**src/rtl/bus_select_decoder.sv**
```systemverilog
// bus_select_decoder
//   Sequenced 5-to-32 one-hot decoder for the CPU internal bus. A source-select
//   code is accepted through a valid/ready handshake. The matching registered
//   drive enable is then held for HOLD cycles, after which the bus is released.
//   This block is the inverse of the bus-request encoder.
//
//   Optional feature: define BUS_TURNAROUND_EN to compile in the GAP state.
//   GAP adds one dead bus cycle after every DRIVE, aborted or not, so that two
//   sources never overlap on the bus.
//
// Parameters
//   HOLD       cycles the selected enable stays asserted (1..255)
// Ports
//   clk        rising-edge clock
//   clr        asynchronous active-low reset
//   sel_code   [4:0] source-select code; code n drives drive_en[n]
//   sel_valid  request qualifier, sampled together with sel_ready
//   sel_ready  registered; high only in IDLE
//   abort      synchronous cancel of an active drive
//   drive_en   [31:0] registered one-hot drive enable, zero when idle
//   busy       high in any state other than IDLE
//   done       one-cycle pulse in the last DRIVE cycle of an unaborted transfer
module bus_select_decoder #(
  parameter int unsigned HOLD = 1
) (
  input  logic        clk,
  input  logic        clr,
  input  logic [4:0]  sel_code,
  input  logic        sel_valid,
  output logic        sel_ready,
  input  logic        abort,
  output logic [31:0] drive_en,
  output logic        busy,
  output logic        done
);

  localparam logic [7:0] HOLD_M1 = 8'(HOLD - 1);

  typedef enum logic [1:0] {
    IDLE  = 2'd0,
    DRIVE = 2'd1
`ifdef BUS_TURNAROUND_EN
    ,GAP  = 2'd2
`endif
  } state_e;

  state_e      state_q, state_d;
  logic [7:0]  cnt_q, cnt_d;
  logic [31:0] drive_en_q, drive_en_d;
  logic        sel_ready_q, sel_ready_d;
  logic [31:0] onehot;
  logic        accept;

  // Per-bit compare. Each lane matches exactly one code, so the result
  // cannot be multi-hot.
  for (genvar n = 0; n < 32; n++) begin : g_dec
    assign onehot[n] = (sel_code == 5'(n));
  end

  assign accept = sel_valid & sel_ready_q;

  always_comb begin
    state_d    = state_q;
    cnt_d      = cnt_q;
    drive_en_d = drive_en_q;
    case (state_q)
      IDLE: begin
        drive_en_d = '0;
        if (accept) begin
          state_d    = DRIVE;
          cnt_d      = HOLD_M1;
          drive_en_d = onehot;
        end
      end
      DRIVE: begin
        // An abort ends the drive exactly as if the count had run out.
        if (abort || cnt_q == 8'd0) begin
`ifdef BUS_TURNAROUND_EN
          state_d  = GAP;
`else
          state_d  = IDLE;
`endif
          cnt_d      = 8'd0;
          drive_en_d = '0;
        end else begin
          cnt_d = cnt_q - 8'd1;
        end
      end
`ifdef BUS_TURNAROUND_EN
      GAP: begin
        state_d    = IDLE;
        drive_en_d = '0;
      end
`endif
      default: begin
        state_d    = IDLE;
        cnt_d      = 8'd0;
        drive_en_d = '0;
      end
    endcase
    // Ready is registered, so it reflects the state being entered.
    sel_ready_d = (state_d == IDLE);
  end

  always_ff @(posedge clk or negedge clr) begin
    if (!clr) begin
      state_q     <= IDLE;
      cnt_q       <= 8'd0;
      drive_en_q  <= '0;
      sel_ready_q <= 1'b1;
    end else begin
      state_q     <= state_d;
      cnt_q       <= cnt_d;
      drive_en_q  <= drive_en_d;
      sel_ready_q <= sel_ready_d;
    end
  end

  assign drive_en  = drive_en_q;
  assign sel_ready = sel_ready_q;
  assign busy      = (state_q != IDLE);
  // The pulse depends on abort combinationally, so an abort in the final
  // cycle suppresses it.
  assign done      = (state_q == DRIVE) && (cnt_q == 8'd0) && !abort;

endmodule

```
**config.mk**
```make
export PLATFORM = sky130hd
export DESIGN_NAME = bus_select_decoder
export DESIGN_NICKNAME = d
export VERILOG_FILES = /design/src/rtl/bus_select_decoder.sv
export SDC_FILE = /design/constraint.sdc
export NUM_CORES = 1
export LEC_CHECK = 0
export ABC_AREA = 1
export ABC_CLOCK_PERIOD_IN_PS = 1800
export BUFFER_PORTS_ARGS = -buffer_cell sky130_fd_sc_hd__buf_2
export CAP_MARGIN = 20
export CORE_UTILIZATION = 53
export DETAILED_ROUTE_END_ITERATION = 6
export PLACE_DENSITY_LB_ADDON = 0.05
export SLEW_MARGIN = 5
export SYNTH_ARGS = -nofsm -noshare
export SYNTH_HDL_FRONTEND = slang
export SYNTH_SLANG_ARGS = --single-unit
```
**constraint.sdc**
```tcl
create_clock -name clk -period 1.8 [get_ports clk]
set_input_delay 0.36 -clock clk [delete_from_list [all_inputs] [get_ports clk]]
set_output_delay 0.36 -clock clk [all_outputs]
set_load 0.02 [all_outputs]
```
==> metrics.md, run 1 <==
| Metric | Value |
|---|---|
| Outcome | `complete, but fails checks` |
| Violated checks | `setup timing` |
| Fin crit period | `1.86 ns` |
| # setup viols final | `1` |
| Rel. slew slack | `0.649` |
| ANT cells | `0` |
| Final hold violation count | `0` |
| Synth unique cells | `24` |
| Highest-count cells in the layout ignoring fill and taps | `75 x nand2_1, 43 x buf_2, 42 x dfrtp_1` |
| Vias in the first global route | `around 1,500` |
| Max Clock Freq | `538 MHz` |
| Slack of the critical path | `-0.0588 ns` |
| Ys flop type | `dfrtp_1` |
| Core ar. | `between 3000 and 4000 um^2` |
| Post-synthesis instance total | `between 200 and 250` |
| Antenna Nets Post-Route | `0` |
| Final total power | `2.05 mW` |
| CTS clk-pin slew, worst paths | `~0.13 ns` |
| Initial antenna violation count | `0` |
| Max Slew Vio Count | `0` |
| Critical Path Sink Type | `primary output` |
| Fin Setup TNS | `-0.0588 ns` |
| Crit Path Class | `register to primary output` |
| Mapped Nets | `235` |
| VDD IR max | `0.624 mV` |
| Worst clock skew | `0.00915 ns` |
| DRC viols | `0` |
| Site Rows | `21` |
| First-pass GRT wire length | `between 6000 and 7000 um` |
| First DRT Iteration DRCs | `72` |
| Pin count of the biggest net entering global routing | `44` |
| Quantity of I/O buffers inserted on ports | `43` |
| Slowest stage cell, crit path | `dfrtp_1` |
| CP Launch Type | `register` |
| Max_cap viols | `0` |
| Drt pass-1 iters | `4` |
| Fillcell total | `304` |
| Leak | `approximately 1.3 nW` |
| Layout cells sized above 1 | `0.286` |
| Critical Path AT | `1.50 ns` |
| Asr flop ratio synth | `1.00` |
| Via count | `1,567` |
| Crit-path cells | `inv_2, ha_4, nand2_2, nor2_2, nand2_2, nor4_2, buf_2` |
| Initial Util | `0.565` |
| Hpwl dp | `roughly 2600 um` |
| EDFF count, synth | `0` |
| Worst slack, placed | `between 0.2 and 0.25 ns` |
| Die height | `62.1 um` |
| Period utilisation layout | `1.03` |
| Measured slew at the worst slew-check pin | `0.527 ns` |
| Overflow after GRT | `0` |
| CTS buffer count | `5` |
| Post-synthesis sequential area ratio | `0.562` |
| Max clock buf depth | `2` |
| Power density of the placed cells | `896 nW/um^2` |
| CTS Root Cell | `clkbuf_4` |
| Final GP Congestion | `between 0.8 and 0.9` |
| WL final | `3830 um` |
| Tot GR Track Use | `0.224` |
| Synthesized flop and latch total | `43` |
| Skew-Pair Late Insertion Delay | `0.36 ns` |
| Most used cell, CP | `nand2_2` |
| P&R area growth vs syn | `19.4%` |
| Routed len/inst | `11.9 um` |
| RSZ-0062 raised after global routing | `yes` |
| Worst min-delay path class | `input port to asynchronous set/reset pin` |
| Commonest non-fill, non-tap cell in the layout | `nand2_1` |
| CTS tree | `done` |
| Avg Inst Size Synth | `8.55 um^2` |
| # IOs | `44` |
| H-tree levels | `2` |
| Nets | `286` |
| Critical path required time | `1.44 ns` |
| Die ar. | `about 3900 um^2` |
| Syn Std Cell Area | `1920 um^2` |
| Area post-placement | `2150 um^2` |
| Die W | `62.1 um` |
| Slowest stage delay, CP | `0.41 ns` |
| Vias per inst | `approximately 5` |
| CP Max Fanout | `2` |
| Final Cell Area | `2290 um^2` |
| Clock Sink Count | `43` |
| Synth warnings | `0` |
## layout make-up
class / count / area, um^2 / share of cell area
clock inverter: 2 / 35.0 / 0.0153
timing repair buffer: 50 / 268 / 0.117
sequential: 43 / 1080 / 0.471
multi-input combinational: 153 / 713 / 0.312
tap: 46 / 57.6 / 0.0252
clock buffer: 6 / 51.3 / 0.0224
inverter: 22 / 85.1 / 0.0372
## report_power, final
group          switching (mW)  leakage, nW  internal (mW)  total [mW]
Combinational           0.247        0.617          0.137       0.384
Sequential             0.0234        0.591           1.00        1.02
Clock                   0.312       0.0482          0.328       0.640
## cell families after synthesis
family                     share of synthesized area
AOI/OAI and AO/OA                              0.102
adders and majority gates                     0.0131
buffers and inverters                         0.0777
DFF                                            0.562
other                                        0.00196
and+or+nand+nor                                0.243
## final timing paths
check,start,end,slack [ns],depth (start not counted)
worst max-delay path,cnt_q[0],done,-0.06,7
worst max register to register,cnt_q[0],state_q[0],0.24,10
max in group asynchronous,clr,cnt_q[5],1.39,2
min in group clk,abort,cnt_q[4],0.28,4
worst min-delay path,clr,drive_en[2],0.04,2
worst min register to register,drive_en[17],drive_en[17],0.49,2
## sequential cells by signal, summed over array words and instances, names as in the netlist
register   flops
drive_en      32
cnt_q          8
sel_ready      1
state_q        2
## repair_timing
item	CTS	global route
endpoints found under the setup margin	1	1
pin swaps	2	0
gates resized for setup	4	2
hold buffers	0	0
setup buffers	4	1
## metal layers
metal	vias up	GRT usage	routed length (um)
li1	807	-	-
met1	726	0.294	1830
met2	29	0.365	1810
met3	5	0.0570	141
met4	0	0.0727	51
met5	-	0	0
## synthesized netlist by cell type (2+ instances only)
| cell | instances | area, um^2 |
|---|---|---|
| buf_6 | 5 | 56.3 |
| dfrtp_1 | 42 | 1050 |
| ha_1 | 2 | 25.0 |
| inv_1 | 19 | 71.3 |
| inv_2 | 2 | 7.51 |
| nand2_1 | 76 | 285 |
| nand2_2 | 5 | 31.3 |
| nand3_1 | 6 | 30.0 |
| nor2_1 | 20 | 75.1 |
| nor2_2 | 3 | 18.8 |
| o21ai_0 | 11 | 55.1 |
| o21ai_1 | 19 | 95.1 |
| o21ai_2 | 3 | 26.3 |
## worst max-delay path, delay by kind of cell, from the launching register on
family | cells | cell delay [ns]
flip-flops | 1 | 0.41
buffers and inverters | 2 | 0.27
adder cells (fa/ha/maj) | 1 | 0.14
AND/OR/NAND/NOR | 4 | 0.31
## per-stage QoR
step,hold WS (ns),std cells,utilization
after floorplan,0.0644,224,-
after global routing,0.0736,322,0.675
after CTS,0.0637,321,0.671
after global placement,0.461,309,0.633
final,0.0435,322,0.675
after detailed placement,0.462,309,0.633
Note: power is estimated with default switching activity, not from simulation.
==> run 2, diff against run 1 <==
- ABC_CLOCK_PERIOD_IN_PS: 1800 -> 2200
- CORE_MARGIN: not set -> 2
- CORE_UTILIZATION: 53 -> 57
- clock period: 1.8 -> 2.2 ns (I/O delays scaled with it)
==> run 2 against run 1 <==
Against the previous run:
- the run now ends clean
- via count shrank 1.3%
- clock-buffer cell count grew 2
- first-iteration DRC count shrank 15%
- highest routed layer unchanged
==> metrics.md, run 2 (same netlist as run 1, synthesis figures left out) <==
| Metric | Value |
|---|---|
| Worst slack, placed | `0.509 ns (+0.275 ns)` |
| Highest-count cells in the layout ignoring fill and taps | `76 x nand2_1, 42 x dfrtp_1, 42 x buf_2` |
| Critical Path Sink Type | `primary output` |
| Die W | `62.0 um (-0.24%)` |
| Die height | `62.0 um (-0.24%)` |
| Layout cells sized above 1 | `0.251 (-0.0353)` |
| Critical path required time | `1.76 ns (+0.32 ns)` |
| Hold Slack | `0.0277 ns (-0.0158 ns)` |
| Final total power | `1.55 mW (-24%)` |
| Site Rows | `21 (unchanged)` |
| R2R Path End | `state_q[0]` |
| Final GP Congestion | `0.821 (-0.48%)` |
| Die ar. | `3840 um^2 (-0.48%)` |
| Core ar. | `3280 um^2 (-3.1%)` |
| Vias per inst | `4.88 (+0.22%)` |
| Max Clock Freq | `488 MHz` |
| Worst r2r src | `cnt_q[0]` |
| Crit Path Class | `register to primary output` |
| Initial antenna violation count | `0 (unchanged)` |
| Power density of the placed cells | `693 nW/um^2 (-23%)` |
| WL final | `3760 um (-1.8%)` |
| Max_cap viols | `0 (unchanged)` |
| Max Slew Vio Count | `0 (unchanged)` |
| Worst clock skew | `0.00919 ns (+0.0000374 ns)` |
| Worst reg-to-reg path cell count | `9 (-1)` |
| Non-Filler Instances | `317 (-1.6%)` |
| Nets | `281 (-1.7%)` |
| Clock Sink Count | `43 (unchanged)` |
| Area post-placement | `2140 um^2 (about the same)` |
| Final Util | `0.682 (+0.00674)` |
| Drt pass-1 iters | `4 (unchanged)` |
| Critical Path AT | `1.61 ns (+0.11 ns)` |
| Vias in the first global route | `1,449 (-4.4%)` |
| Fin Setup TNS | `0 ns (+0.0588 ns)` |
| Via count | `1,546 (-1.3%)` |
| First DRT Iteration DRCs | `61 (-15%)` |
| Commonest non-fill, non-tap cell in the layout | `nand2_1` |
| Max clock buf depth | `2 (unchanged)` |
| Overflow after GRT | `0 (unchanged)` |
| Outcome | `complete, no violations` |
| # setup viols final | `0 (-1)` |
| Final Cell Area | `2240 um^2 (-2.1%)` |
| CP Launch Type | `register` |
| Antenna Nets Post-Route | `0 (unchanged)` |
| R2r setup slk | `0.62 ns (+0.38 ns)` |
| P&R area growth vs syn | `16.9%` |
| CTS clk-pin slew, worst paths | `0.11 ns (-0.02 ns)` |
| Quantity of I/O buffers inserted on ports | `43 (unchanged)` |
| Hpwl dp | `2690 um (+2.8%)` |
| Period utilisation layout | `0.931` |
| Pin count of the biggest net entering global routing | `44 (unchanged)` |
| Fin crit period | `2.05 ns` |
| H-tree levels | `2 (unchanged)` |
| Skew-Pair Late Insertion Delay | `0.35 ns (about the same)` |
| Worst min-delay path class | `input port to asynchronous set/reset pin` |
| ANT cells | `0 (unchanged)` |
| CP Max Fanout | `3 (+1)` |
| CTS buffer count | `5 (unchanged)` |
| VDD IR max | `0.529 mV (-15%)` |
| Final hold violation count | `0 (unchanged)` |
| Leak | `1.23 nW (-2.1%)` |
| CTS Root Cell | `clkbuf_4` |
| Routed len/inst | `11.9 um (-0.25%)` |
| Placed Instances | `308 (-0.32%)` |
| Tot GR Track Use | `0.225 (+0.00117)` |
| Slack of the critical path | `0.152 ns (+0.210 ns)` |
| Initial Util | `0.583 (+0.0181)` |
| DRC viols | `0 (unchanged)` |
| Cts hold-fix bufs | `0 (unchanged)` |
| CTS tree | `done` |
| # IOs | `44 (unchanged)` |
| First-pass GRT wire length | `6190 um (-8.8%)` |
| Max FFs per register | `32 (unchanged)` |
run 2: final cells by class:
type                            count  area (um^2)
Clock buffer                        8         68.8
Fill cell                         289         1050
Inverter                           22         85.1
Multi-Input combinational cell    153          704
Sequential cell                    43         1080
Tap cell                           46         57.6
Timing Repair Buffer               45          245
run 2: worst max path at each step:
stage	from	end	slack (ns)	cells past startpoint
after floorplan	cnt_q[0]	done	0.29	6
after global placement	cnt_q[0]	done	0.56	7
after detailed placement	cnt_q[0]	done	0.51	7
after CTS	cnt_q[0]	done	0.11	7
after global routing	cnt_q[0]	done	-0.009	7
final	cnt_q[0]	done	0.15	7
run 2: metal layers:
layer	up-vias	global-route usage	wire (um)
li1	792	-	-
met1	714	0.274	1670
met2	33	0.384	1870
met3	7	0.0497	160
met4	0	0.100	68
met5	-	0	0
run 2: timing repair:
action	CTS	global route
resized for setup	0	3
buffers inserted	0	1
setup endpoints to repair	0	1
run 2: where the power goes:
part	total, mW	switching [mW]	internal [mW]
clock	0.422	0.233	0.188
sequential	0.839	0.0195	0.819
combinational	0.291	0.197	0.0932
run 2: worst max-delay path, cell delays in order, from the launching register on:
cell	delay [ns]
dfrtp_1	0.40
inv_1	0.09
ha_1	0.17
nand2_1	0.06
nor2_1	0.14
nand2_2	0.10
nor4_4	0.13
buf_4	0.17
==> run 3, diff against run 2 <==
- PLACE_DENSITY: not set -> 0.84
- PLACE_DENSITY_LB_ADDON: 0.05 -> not set
==> run 3 against run 2 <==
Against the previous run:
- worst hold slack better by 0.10 ns
- die area stayed put
- cell count fell by 0.32%
- power shrank 4.7%
- first-iteration DRC count up 1.6%
- non-clock buffer count shrank 1
- clock skew grew 0.0036 ns
- setup slack worse by 0.023 ns
- wire length fell by 0.40%
- clock power is 14% lower
- combinational power down 5%
- register-to-register slack better by 0.06 ns
- largest cell class unchanged
==> metrics.md, run 3 (same netlist as run 1, synthesis figures left out) <==
| Metric | Value |
|---|---|
| Setup crit start | `cnt_q[0]` |
| Routed len/inst | `11.9 um (about the same)` |
| Max Clock Freq | `483 MHz (-1.1%)` |
| Switch Pwr | `0.446 mW (-1.0%)` |
| Vias per inst | `5.03 (+3.0%)` |
| Final hold violation count | `0 (unchanged)` |
| Area post-placement | `2130 um^2 (-0.58%)` |
| Clock power share | `0.245 (-0.027)` |
| Hold Slack | `0.132 ns (+0.104 ns)` |
| Core ar. | `3280 um^2 (unchanged)` |
| Initial antenna violation count | `0 (unchanged)` |
| Leak | `1.21 nW (-1.8%)` |
| Critical path required time | `1.76 ns (about the same)` |
| Tot GR Track Use | `0.223 (-0.00259)` |
| Measured slew at the worst slew-check pin | `slightly above 0.5 ns` |
| Fillcell total | `295 (+2.1%)` |
| Max Slew Vio Count | `0 (unchanged)` |
| Comb pwr share | `0.187 (about the same)` |
| CTS buffer count | `5 (unchanged)` |
| Outcome | `complete, no violations` |
| GRT Max-Usage Layer | `met2` |
| Site Rows | `21 (unchanged)` |
| CTS clk-pin slew, worst paths | `0.12 ns (about the same)` |
| Register area | `1080 um^2 (unchanged)` |
| Fin Setup TNS | `0 ns (unchanged)` |
| DRC viols | `0 (unchanged)` |
| Sw frac | `0.302 (+0.0112)` |
| # setup viols final | `0 (unchanged)` |
| Worst clock skew | `0.0128 ns (+0.00362 ns)` |
| Final Cell Area | `2180 um^2 (-2.4%)` |
| Commonest non-fill, non-tap cell in the layout | `nand2_1` |
| # IOs | `44 (unchanged)` |
| Initial Util | `0.583 (unchanged)` |
| Critical Path Sink Type | `primary output` |
| Fin crit period | `2.07 ns (+0.0226 ns)` |
| Grt met2 use | `0.348 (-0.0357)` |
| Quantity of I/O buffers inserted on ports | `43 (unchanged)` |
| Antenna Nets Post-Route | `0 (unchanged)` |
| First DRT Iteration DRCs | `62 (+1.6%)` |
| ANT cells | `0 (unchanged)` |
| Worst min-delay path class | `input port to asynchronous set/reset pin` |
| VDD IR max | `0.465 mV (-12%)` |
| Max_cap viols | `0 (unchanged)` |
| Multi-input gate area | `692 um^2 (-1.8%)` |
| Crit-path cells | `inv_1, ha_2, nand2_1, nor2_1, nand2_2, nor4_1, buf_2` |
| Die height | `62.0 um (unchanged)` |
| Seq pwr share | `0.568 (+0.027)` |
| Period utilisation layout | `0.941 (+0.0103)` |
| P&R area growth vs syn | `14.0%` |
| Clock Sink Count | `43 (unchanged)` |
| Max clock buf depth | `2 (unchanged)` |
| Cts hold-fix bufs | `0 (unchanged)` |
| Rel. slew slack | `0.656` |
| Drt pass-1 iters | `4 (unchanged)` |
| Die W | `62.0 um (unchanged)` |
| Layout cells sized above 1 | `0.248 (-0.00277)` |
| Pin count of the biggest net entering global routing | `44 (unchanged)` |
| CTS Root Cell | `clkbuf_4` |
| Met1 GRT Util | `0.287 (+0.0131)` |
| Hpwl dp | `2720 um (+1.1%)` |
| CP Launch Type | `register` |
| First-pass GRT wire length | `5980 um (-3.3%)` |
| WL final | `3750 um (-0.40%)` |
| Power density of the placed cells | `677 nW/um^2 (-2.3%)` |
| Critical Path AT | `1.63 ns (+0.02 ns)` |
| P_int | `1.03 mW (-6.2%)` |
| Skew-Pair Late Insertion Delay | `0.36 ns (about the same)` |
| Die ar. | `3840 um^2 (unchanged)` |
| CP Max Fanout | `4 (+1)` |
| Crit Path Class | `register to primary output` |
| Overflow after GRT | `0 (unchanged)` |
| Nets | `280 (-0.36%)` |
| CTS tree | `done` |
| Worst r2r src | `cnt_q[0]` |
| Max FFs per register | `32 (unchanged)` |
| Setup bufs post-CTS | `0 (unchanged)` |
| Highest-count cells in the layout ignoring fill and taps | `76 x nand2_1, 43 x buf_2, 42 x dfrtp_1` |
| Final GP Congestion | `0.843 (+2.7%)` |
| Final total power | `1.48 mW (-4.7%)` |
| Via count | `1,588 (+2.7%)` |
| Slowest stage cell, crit path | `dfrtp_1` |
| Vias in the first global route | `1,388 (-4.2%)` |
| Met3 Use GR | `0.0663 (+0.0166)` |
| Slowest stage delay, CP | `0.41 ns (about the same)` |
| H-tree levels | `2 (unchanged)` |
run 3: repair_timing:
item,4_1_cts,5_1_grt
resized for setup,0,2
endpoints found under the hold margin,0,0
endpoints found under the setup margin,0,1
run 3: layer usage:
metal | routed length (um) | up-vias
li1 | - | 793
met1 | 1690 | 750
met2 | 1820 | 40
met3 | 179 | 5
met4 | 54 | 0
met5 | 0 | -
run 3: cell type report:
type	count	share of cell area
timing repair buffer	44	0.102
tap	46	0.0263
sequential	43	0.493
multi-input combinational	153	0.317
inverter	22	0.0389
clock buffer	7	0.0206
clock inverter	1	0.00229
run 3: stage by stage:
| step | instances | setup slack, ns | util |
|---|---|---|---|
| floorplan | 224 | 0.293 | - |
| global placement | 308 | 0.559 | 0.649 |
| detailed placement | 308 | 0.529 | 0.649 |
| CTS | 316 | 0.128 | 0.664 |
| global route | 316 | -0.00111 | 0.665 |
| finish | 316 | 0.129 | 0.665 |
run 3: final timing paths:
| check | to | slack [ns] | cells after the start |
|---|---|---|---|
| worst max register to register | state_q[0] | 0.68 | 9 |
| min in group clk | cnt_q[4] | 0.38 | 4 |
| worst min register to register | drive_en[10] | 0.50 | 2 |
| worst max-delay path | done | 0.13 | 7 |
| worst min-delay path | drive_en[4] | 0.13 | 2 |
| max in group asynchronous | sel_ready | 1.70 | 2 |
run 3: power groups by stage:
stage                     clock network (mW)  logic (mW)  registers, mW
after CTS                              0.372       0.278          0.839
after floorplan                            0       0.208          0.858
after global placement                     0       0.270          0.853
after detailed placement                   0       0.278          0.855
final                                  0.362       0.277          0.839
after global routing                   0.412       0.317          0.845
run 3: worst max-delay path, delay by kind of cell, from the launching register on:
| family | cells | cell delay (ns) |
|---|---|---|
| fa+ha+maj | 1 | 0.17 |
| buf+inv | 2 | 0.29 |
| simple gates | 4 | 0.41 |
| flops | 1 | 0.41 |
